### src/rtl/hazard_pkg.sv
// Shared types and helpers for the pipeline hazard/forwarding controller.
// Holds the forward-select encodings and the shadow pipeline-stage record.
package hazard_pkg;

    localparam int HZ_REG_IDX_W  = 5;
    localparam int HZ_NUM_SRC    = 2;
    localparam int HZ_FWD_SEL_W  = 2;

    localparam logic [HZ_FWD_SEL_W-1:0] FWD_REGFILE = 2'b00;
    localparam logic [HZ_FWD_SEL_W-1:0] FWD_MEM_WB  = 2'b01;
    localparam logic [HZ_FWD_SEL_W-1:0] FWD_EX_MEM  = 2'b10;

    typedef struct packed {
        logic                                  valid;
        logic [HZ_REG_IDX_W-1:0]               rd;
        logic                                  reg_write;
        logic                                  is_load;
        logic                                  is_mc;
        logic [HZ_NUM_SRC-1:0][HZ_REG_IDX_W-1:0] rs;
        logic [HZ_NUM_SRC-1:0]                 rs_used;
    } stage_t;

    // A stage produces a result only if it is real, writes, and is not x0.
    function automatic logic writes_reg(stage_t s, logic [HZ_REG_IDX_W-1:0] idx);
        return s.valid & s.reg_write & (s.rd != '0) & (s.rd == idx);
    endfunction

endpackage

### src/rtl/hazard_ctrl_unit_if.sv
// Decode-side inputs and hazard-control outputs of the hazard controller.
// slave is the controller's view, master is the pipeline's view.
interface hazard_ctrl_unit_if #(
    parameter int REG_IDX_WIDTH = 5,
    parameter int NUM_SRC       = 2,
    parameter int FWD_SEL_WIDTH = 2
);
    logic                              id_valid;
    logic [REG_IDX_WIDTH-1:0]          id_rd;
    logic                              id_reg_write;
    logic                              id_is_load;
    logic                              id_is_mc;
    logic                              id_is_jalr;
    logic [NUM_SRC*REG_IDX_WIDTH-1:0]  id_rs;
    logic [NUM_SRC-1:0]                id_rs_used;
    logic                              flush_id_ex;
    logic                              stall_front;
    logic                              bubble_ex;
    logic                              ex_hold;
    logic [NUM_SRC*FWD_SEL_WIDTH-1:0]  fwd_sel;
    logic [FWD_SEL_WIDTH-1:0]          jalr_fwd_sel;
    logic                              mc_busy;

    modport slave (
        input  id_valid, id_rd, id_reg_write, id_is_load, id_is_mc, id_is_jalr,
               id_rs, id_rs_used, flush_id_ex,
        output stall_front, bubble_ex, ex_hold, fwd_sel, jalr_fwd_sel, mc_busy
    );

    modport master (
        output id_valid, id_rd, id_reg_write, id_is_load, id_is_mc, id_is_jalr,
               id_rs, id_rs_used, flush_id_ex,
        input  stall_front, bubble_ex, ex_hold, fwd_sel, jalr_fwd_sel, mc_busy
    );
endinterface

### src/rtl/hazard_fwd_match.sv
// Picks the forwarding source for one register index against the MEM and WB
// shadows; the younger MEM result wins when both hold the same rd.
module hazard_fwd_match
    import hazard_pkg::*;
(
    input  logic [HZ_REG_IDX_W-1:0] src,
    input  logic                    src_used,
    input  stage_t                  mem_stage,
    input  stage_t                  wb_stage,
    output logic [HZ_FWD_SEL_W-1:0] sel
);
    always_comb begin
        sel = FWD_REGFILE;
        if (src_used && writes_reg(mem_stage, src)) begin
            sel = FWD_EX_MEM;
        end else if (src_used && writes_reg(wb_stage, src)) begin
            sel = FWD_MEM_WB;
        end
    end
endmodule

### src/rtl/hazard_ctrl_unit.sv
// Hazard/forwarding controller: registered EX/MEM/WB shadows, operand and JALR
// forward selects, load-use/JALR stalls and a multi-cycle busy down-counter.
module hazard_ctrl_unit
    import hazard_pkg::*;
#(
    parameter int REG_IDX_WIDTH = HZ_REG_IDX_W,
    parameter int NUM_SRC       = HZ_NUM_SRC,
    parameter int FWD_SEL_WIDTH = HZ_FWD_SEL_W,
    parameter int MC_LATENCY    = 4
) (
    input logic               clk,
    input logic               rst_n,
    hazard_ctrl_unit_if.slave hz
);
    localparam int CNT_WIDTH = $clog2(MC_LATENCY);
    localparam logic [CNT_WIDTH-1:0] MC_LOAD = CNT_WIDTH'(MC_LATENCY - 1);

    stage_t ex_q, ex_d, mem_q, mem_d, wb_q, wb_d, id_stage;
    logic [CNT_WIDTH-1:0] cnt_q, cnt_d;
    logic mc_busy, load_use, jalr_stall, bubble_ex;
    logic [NUM_SRC-1:0][FWD_SEL_WIDTH-1:0] fwd_sel_ex;
    logic [FWD_SEL_WIDTH-1:0] jalr_sel;

    always_comb begin
        id_stage           = '0;
        id_stage.valid     = hz.id_valid;
        id_stage.rd        = hz.id_rd;
        id_stage.reg_write = hz.id_reg_write;
        id_stage.is_load   = hz.id_is_load;
        id_stage.is_mc     = hz.id_is_mc;
        id_stage.rs_used   = hz.id_rs_used;
        for (int i = 0; i < NUM_SRC; i++) begin
            id_stage.rs[i] = hz.id_rs[i*REG_IDX_WIDTH +: REG_IDX_WIDTH];
        end
    end

    always_comb begin
        load_use = 1'b0;
        for (int i = 0; i < NUM_SRC; i++) begin
            if (id_stage.rs_used[i] && ex_q.is_load && writes_reg(ex_q, id_stage.rs[i])) begin
                load_use = 1'b1;
            end
        end
    end

    // The JALR target is needed in ID, so an EX result or a MEM load is too late.
    assign jalr_stall = hz.id_valid & hz.id_is_jalr &
                        (writes_reg(ex_q, id_stage.rs[0]) |
                         (mem_q.is_load & writes_reg(mem_q, id_stage.rs[0])));

    assign mc_busy   = (cnt_q != '0);
    assign bubble_ex = ~mc_busy & (load_use | jalr_stall | hz.flush_id_ex);

    for (genvar g = 0; g < NUM_SRC; g++) begin : g_ex_fwd
        hazard_fwd_match u_match (
            .src       (ex_q.rs[g]),
            .src_used  (ex_q.valid & ex_q.rs_used[g]),
            .mem_stage (mem_q),
            .wb_stage  (wb_q),
            .sel       (fwd_sel_ex[g])
        );
    end

    hazard_fwd_match u_jalr_match (
        .src       (id_stage.rs[0]),
        .src_used  (hz.id_valid & hz.id_is_jalr),
        .mem_stage (mem_q),
        .wb_stage  (wb_q),
        .sel       (jalr_sel)
    );

    assign hz.stall_front  = mc_busy | load_use | jalr_stall;
    assign hz.bubble_ex    = bubble_ex;
    assign hz.ex_hold      = mc_busy;
    assign hz.mc_busy      = mc_busy;
    assign hz.fwd_sel      = fwd_sel_ex;
    assign hz.jalr_fwd_sel = jalr_sel;

    // While busy the op sits in EX; the final EX cycle is the one with count 0.
    always_comb begin
        ex_d  = ex_q;
        mem_d = ex_q;
        wb_d  = mem_q;
        cnt_d = cnt_q;
        if (mc_busy) begin
            mem_d = '0;
            cnt_d = cnt_q - 1'b1;
        end else if (bubble_ex) begin
            ex_d = '0;
        end else begin
            ex_d = id_stage;
            if (id_stage.valid && id_stage.is_mc) begin
                cnt_d = MC_LOAD;
            end
        end
    end

    always_ff @(posedge clk or negedge rst_n) begin
        if (!rst_n) begin
            ex_q  <= '0;
            mem_q <= '0;
            wb_q  <= '0;
            cnt_q <= '0;
        end else begin
            ex_q  <= ex_d;
            mem_q <= mem_d;
            wb_q  <= wb_d;
            cnt_q <= cnt_d;
        end
    end
endmodule

### src/flat_wrapper.sv
// flat-port wrapper written by rule: the top's interface ports become plain ports
module hazard_ctrl_unit_flat import hazard_pkg::*;
#(
    parameter int REG_IDX_WIDTH = HZ_REG_IDX_W,
    parameter int NUM_SRC       = HZ_NUM_SRC,
    parameter int FWD_SEL_WIDTH = HZ_FWD_SEL_W,
    parameter int MC_LATENCY    = 4
)
  (clk, rst_n, hz_id_valid, hz_id_rd, hz_id_reg_write, hz_id_is_load, hz_id_is_mc, hz_id_is_jalr, hz_id_rs, hz_id_rs_used, hz_flush_id_ex, hz_stall_front, hz_bubble_ex, hz_ex_hold, hz_fwd_sel, hz_jalr_fwd_sel, hz_mc_busy);
  hazard_ctrl_unit_if #(.REG_IDX_WIDTH(REG_IDX_WIDTH), .NUM_SRC(NUM_SRC), .FWD_SEL_WIDTH(FWD_SEL_WIDTH)) hz_i ();
  input logic clk;
  input logic rst_n;
  input wire logic [$bits(hz_i.id_valid)-1:0] hz_id_valid;
  input wire logic [$bits(hz_i.id_rd)-1:0] hz_id_rd;
  input wire logic [$bits(hz_i.id_reg_write)-1:0] hz_id_reg_write;
  input wire logic [$bits(hz_i.id_is_load)-1:0] hz_id_is_load;
  input wire logic [$bits(hz_i.id_is_mc)-1:0] hz_id_is_mc;
  input wire logic [$bits(hz_i.id_is_jalr)-1:0] hz_id_is_jalr;
  input wire logic [$bits(hz_i.id_rs)-1:0] hz_id_rs;
  input wire logic [$bits(hz_i.id_rs_used)-1:0] hz_id_rs_used;
  input wire logic [$bits(hz_i.flush_id_ex)-1:0] hz_flush_id_ex;
  output wire logic [$bits(hz_i.stall_front)-1:0] hz_stall_front;
  output wire logic [$bits(hz_i.bubble_ex)-1:0] hz_bubble_ex;
  output wire logic [$bits(hz_i.ex_hold)-1:0] hz_ex_hold;
  output wire logic [$bits(hz_i.fwd_sel)-1:0] hz_fwd_sel;
  output wire logic [$bits(hz_i.jalr_fwd_sel)-1:0] hz_jalr_fwd_sel;
  output wire logic [$bits(hz_i.mc_busy)-1:0] hz_mc_busy;
  assign hz_i.id_valid = hz_id_valid;
  assign hz_i.id_rd = hz_id_rd;
  assign hz_i.id_reg_write = hz_id_reg_write;
  assign hz_i.id_is_load = hz_id_is_load;
  assign hz_i.id_is_mc = hz_id_is_mc;
  assign hz_i.id_is_jalr = hz_id_is_jalr;
  assign hz_i.id_rs = hz_id_rs;
  assign hz_i.id_rs_used = hz_id_rs_used;
  assign hz_i.flush_id_ex = hz_flush_id_ex;
  assign hz_stall_front = hz_i.stall_front;
  assign hz_bubble_ex = hz_i.bubble_ex;
  assign hz_ex_hold = hz_i.ex_hold;
  assign hz_fwd_sel = hz_i.fwd_sel;
  assign hz_jalr_fwd_sel = hz_i.jalr_fwd_sel;
  assign hz_mc_busy = hz_i.mc_busy;
  hazard_ctrl_unit #(.REG_IDX_WIDTH(REG_IDX_WIDTH), .NUM_SRC(NUM_SRC), .FWD_SEL_WIDTH(FWD_SEL_WIDTH), .MC_LATENCY(MC_LATENCY)) u_core (.clk(clk), .rst_n(rst_n), .hz(hz_i));
endmodule
### config.mk
export PLATFORM = sky130hd
export DESIGN_NAME = hazard_ctrl_unit_flat
export DESIGN_NICKNAME = d
export VERILOG_FILES = /design/src/rtl/hazard_pkg.sv /design/src/rtl/hazard_ctrl_unit_if.sv /design/src/rtl/hazard_fwd_match.sv /design/src/rtl/hazard_ctrl_unit.sv /design/src/flat_wrapper.sv
export SDC_FILE = /design/constraint.sdc
export NUM_CORES = 1
export LEC_CHECK = 0
export ABC_AREA = 1
export CAP_MARGIN = 25
export CORE_MARGIN = 4
export CORE_UTILIZATION = 50
export DETAILED_ROUTE_END_ITERATION = 8
export DONT_BUFFER_PORTS = 1
export GPL_TIMING_DRIVEN = 0
export PLACE_DENSITY = 0.68
export SYNTH_ARGS = -nofsm -noshare
export SYNTH_HDL_FRONTEND = slang
export SYNTH_SLANG_ARGS = --single-unit
### constraint.sdc
create_clock -name clk -period 2.8 [get_ports clk]
set_input_delay 0.28 -clock clk [delete_from_list [all_inputs] [get_ports clk]]
set_output_delay 0.28 -clock clk [all_outputs]
set_load 0.01 [all_outputs]
Word-level counts from Yosys, hierarchy flattened --
Index checks and enable logic that the tools add are counted.
Cells by class: add/sub/neg operators 1, $mul 0, div/mod/pow operators 0, order comparisons 0, equality and inequality tests 9, shifts and indexed selects 0, muxes and demuxes 13, bitwise operators 26, reductions and logical operators 17
Operator list (count):
- $mux 21 | 2
- $eq 5x5->1 | 8
- $and 1x1->1 | 20
- $reduce_bool 5->1 | 3
- $mux 2 | 6
- $logic_and 1x1->1 | 11
- $mux 1 | 5
- $or 1x1->1 | 5
- $reduce_bool 2->1 | 2
- $ne 2x1->1 const B | 1
- $reduce_and 2->1 | 1
- $sub 2x1->2 const B | 1
- $not 1->1 | 1
Word-level totals: register bits 38, latch bits 0, memory bits (writable) 0, memory bits (read-only) 0, input bits 25, output and inout bits 10, logic and storage cells 82, memories 0

Depth between registers and ports, before layout --
depth in word-level cells 11, mapped depth 11, depth with buffers taken out 11

Cells and area by module --
From an unflattened synthesis, not the netlist that was laid out.
Second synthesis, totals: cells, all modules 461, area total of the unflattened synthesis 3315.7 um2
By module, submodules not included:
- hazard_ctrl_unit | times used 1, cells each 284, area each 2610.0 um2, sequential area each 1626.6 um2
- hazard_fwd_match | times used 3, cells each 59, area each 235.2 um2, sequential area each 0.0 um2

Least setup slack after synthesis --
OpenSTA, ideal clock, no wires.
kind register to output, start reg u_core.cnt_q[0], end out hz_mc_busy, data arrival time 1371 ps, data required time 2520 ps, path slack 1149 ps, stages on the path, launching flop included 7, buffers on the path 3, cell sequence dfrtp_1 > inv_1 > ha_1 > buf_2 > inv_1 > clkbuf_1 > buf_4
Between the ends: word-level cells in the longest chain between the ends 1
Ends and longest elaborated chain:
- start, declared | line hazard_ctrl_unit.sv:19 | logic [CNT_WIDTH-1:0] cnt_q, cnt_d;
- start signal, assigned | line hazard_ctrl_unit.sv:108 | cnt_q <= cnt_d;
- $reduce_bool 2->1 | line hazard_ctrl_unit.sv:51 | assign mc_busy = (cnt_q != '0);
- end, declared | line flat_wrapper.sv:27 | output wire logic [$bits(hz_i.mc_busy)-1:0] hz_mc_busy;
No other way between the ends.

Worst setup path in the final report --
Same ends and word-level chain as after synthesis.

==> results_dict.tcl <==
set metrics [dict create \
    place.port_buffers 0 \
    postLayoutSetupSlackWorst_ps 525 \
    worstPathArrival_ps 1990 \
    worstSetupStartpointType "register" \
    die_w_um 74.0 \
    r2r_cells 7 \
    synth_edf_count 0 \
    grt_start_max_net_pins 38 \
    power.density_nw_per_um2 952 \
    synth_nets 309 \
    vias 1856 \
    timing.slew.headroom 0.528 \
    yosysWarnings 0 \
    synthXorXnorAreaFrac 0.0523 \
    clkTransAtPathRegs_ps 70 \
    slew_viol_final 0 \
    period_share 0.812 \
    fin_cells 343 \
    drtIter0Drc 95 \
    worst-endpoint-required_ps 2520 \
    netlist_instances 283 \
    drive_above_1_share 0.147 \
    yosys-mux-area-fraction 0 \
    p_leak_uw 0.00127 \
    diodes 0 \
    wl_um 5410 \
    cap_viol_max_count 0 \
    end_kind "primary output" \
    hpwl_um 4130 \
    cp-endpoint "hz_mc_busy" \
    grt_usage 0.217 \
    ys.flop_type "dfrtp_1" \
    fin_tns_setup_ps 0 \
    syn-mean-instance-area_sq_um 7.70 \
    cts_setup_buffers 0 \
    globalRoute.totalOverflow 0 \
    cts.sinks 37 \
    coreArea_sq_um 4120 \
    p_sw_frac 0.441 \
    cp_max_fo 11 \
    r2r_end "u_core.ex_q[1]" \
    power_frac_seq 0.418 \
    antenna_left 0 \
    ios 35 \
    clk_path_buf_depth 2 \
    max_stage_delay_ps 520 \
    synth.most_common_cell "nand2_1" \
    fmax_mhz 440 \
    cp_cell_sequence "inv_1 > ha_1 > buf_2 > inv_1 > clkbuf_1 > buf_4" \
    layout.nets 318 \
    dp_slack_ps 815 \
    hold_viol_final 0 \
    synth_area_leaders "dfrtp_1 43%, nand2_1 14%, inv_1 6.0%" \
    firstDrtPassIters 4 \
    yosysUniqueCellTypes 32 \
    synthArstFlopShare 1.00 \
    r2r_slack_ps 1040 \
    start_util 0.529 \
    power.switching_uw 988 \
    combPwrFrac 0.421 \
    grt_pass1_wl_um 8890 \
    syn_area_sq_um 2180 \
    rsz0062_at_grt "no" \
    min_period_ps 2270 \
    worst_pin_slew_ps 707 \
    rows 23 \
    p_int_uw 1250 \
    wl_per_cell_um 15.8 \
    cts_tree "yes" \
    cp_num_buf_inv 5 \
    cts_inserted_buffers 5 \
    die_area_sq_um 5480 \
    finalSetupViolCount 0 \
    path_class "register to primary output" \
    htreeDepth 2 \
    drc 0 \
    layout-area-overhead-vs-synth_pct 8.04 \
    hold_path.class "primary input to register" \
    power.share.clock 0.161 \
    synth_top_area_frac 0.425 \
    synth_largest_area_cell "dfrtp_1" \
    ir_worst_vdd_uv 655 \
    root_buffer "clkbuf_8" \
    finalClockSkew_ps 4.90 \
    grt_pass1_vias 1763 \
    synth_common_cells "84 x nand2_1, 37 x dfrtp_1, 35 x inv_1, 22 x nor2_1, 14 x inv_2" \
    vias_per_cell 5.41 \
    finalWeightedCongestion 0.900 \
    die_h_um 74.0 \
    crit-reg2reg-launch "u_core.cnt_q[0]" \
    synth_compound_area_frac 0.129 \
    insertion_delay_ps 280 \
    yosysSeqAreaShare 0.425 \
    cp_common_cell "inv_1" \
    slowest_stage "clkbuf_1" \
    cp_top_family "buffers and inverters" \
    synthSimpleGateAreaFrac 0.282 \
    antenna_found_initial 0 \
    place_inst 333 \
    startpoint "u_core.cnt_q[0]" \
    ys_ff_latch 37 \
    synth_top_family_by_area "simple AND/OR/NAND/NOR gates" \
    cp.depth 6 \
    outcome "finished, final reports clean" \
    synthAdderAreaFrac 0.00574 \
]
-- repair_timing --
item | in CTS | in global routing
hold endpoints to repair | 37 | 0
hold buffers | 2 | 0
gates resized for setup | 0 | 0
-- worst register-to-register path, cell delays in order (launching register included) --
cell and delay [ps]:
dfrtp_1 370, inv_1 60, ha_1 190, buf_2 180, inv_1 150, clkbuf_1 520
nand2_1 110, o21ai_0 100
-- flip-flops by register name, summed over array words and instances (netlist names) --
name          flops
u_core.cnt_q      2
u_core.ex_q      20
u_core.mem_q      8
u_core.wb_q       7
-- metrics by stage --
step / hold slack, ps / utilization / total power [uW] / cell area, sq um
2_1_floorplan: -15.6 / - / 1630 / 2180
6_report: 143 / 0.572 / 2240 / 2350
3_3_place_gp: -14.4 / 0.545 / 1850 / 2240
4_1_cts: 135 / 0.572 / 2250 / 2350
3_5_place_dp: -14.3 / 0.545 / 1880 / 2240
5_1_grt: 127 / 0.572 / 2440 / 2350
-- power groups by stage --
stage                     Combinational [uW]  Sequential (uW)  Clock, uW
after floorplan                          759              875          0
after global placement                   915              937          0
after detailed placement                 936              943          0
after CTS                                955              933        366
after global routing                    1090              959        396
final                                    944              937        360
-- metal layers --
metal / up-vias / track usage / share of wire / wire [um]
met1: 882 / 0.280 / 0.41 / 2240
met5: - / 0 / 0 / 0
met2: 54 / 0.359 / 0.49 / 2650
met4: 0 / 0.0483 / 0.011 / 61
met3: 7 / 0.0689 / 0.083 / 447
li1: 913 / - / - / -
-- kinds of logic (layout without fill, tap and decap cells) --
kind of cell | Yosys count | count (layout)
AO/OA/AOI/OAI | 39 | 39
AND/OR/NAND/NOR | 137 | 137
flip-flops | 37 | 37
buffers and inverters | 56 | 66
adder cells (fa/ha/maj) | 1 | 1
XOR/XNOR | 13 | 13
-- area by class of cell --
type	count	area, sq um
inverter	49	184
multi-input combinational	190	1020
buffer	7	47.5
clock buffer	6	72.6
sequential	37	926
fill	416	1760
tap	50	62.6
clock inverter	2	10.0
timing repair buffer	2	30.0
-- cell usage in the layout, fill, tap and decap left out --
| cell type | instances |
|---|---|
| nand2_1 | 84 |
| dfrtp_1 | 37 |
| inv_1 | 35 |
| nor2_1 | 22 |
| inv_2 | 14 |
| nand3_1 | 13 |
| xor2_1 | 11 |
| o21ai_0 | 10 |
| o22ai_2 | 7 |
| o22ai_1 | 6 |
| o21ai_1 | 5 |
| nor3_1 | 5 |
| clkbuf_8 | 5 |
| clkbuf_1 | 4 |
| a21oi_1 | 4 |
| nand2_2 | 3 |
| nand4_1 | 3 |
| o21ai_2 | 3 |
| xnor2_1 | 2 |
| nor4_1 | 2 |
| a2111oi_0 | 2 |
| buf_12 | 2 |
| clkinv_2 | 2 |
| buf_2 | 1 |
| buf_1 | 1 |
| nor2_4 | 1 |
| nor3_4 | 1 |
| nand4_4 | 1 |
| nand3_4 | 1 |
| o211ai_1 | 1 |
| a221oi_1 | 1 |
| nand3_2 | 1 |
| ha_1 | 1 |
| buf_4 | 1 |
| dlygate4sd3_1 | 1 |
-- worst min-delay path by stage --
stage	to	from	slack, ps	cells past startpoint
floorplan	u_core.cnt_q[0]	rst_n	-20	0
global placement	u_core.wb_q[17]	rst_n	-10	0
detailed placement	u_core.wb_q[17]	rst_n	-10	0
CTS	u_core.ex_q[2]	hz_id_rs[0]	140	2
global route	u_core.ex_q[2]	hz_id_rs[0]	130	2
finish	u_core.ex_q[2]	hz_id_rs[0]	140	2
Note: power is estimated with default switching activity, not from simulation.
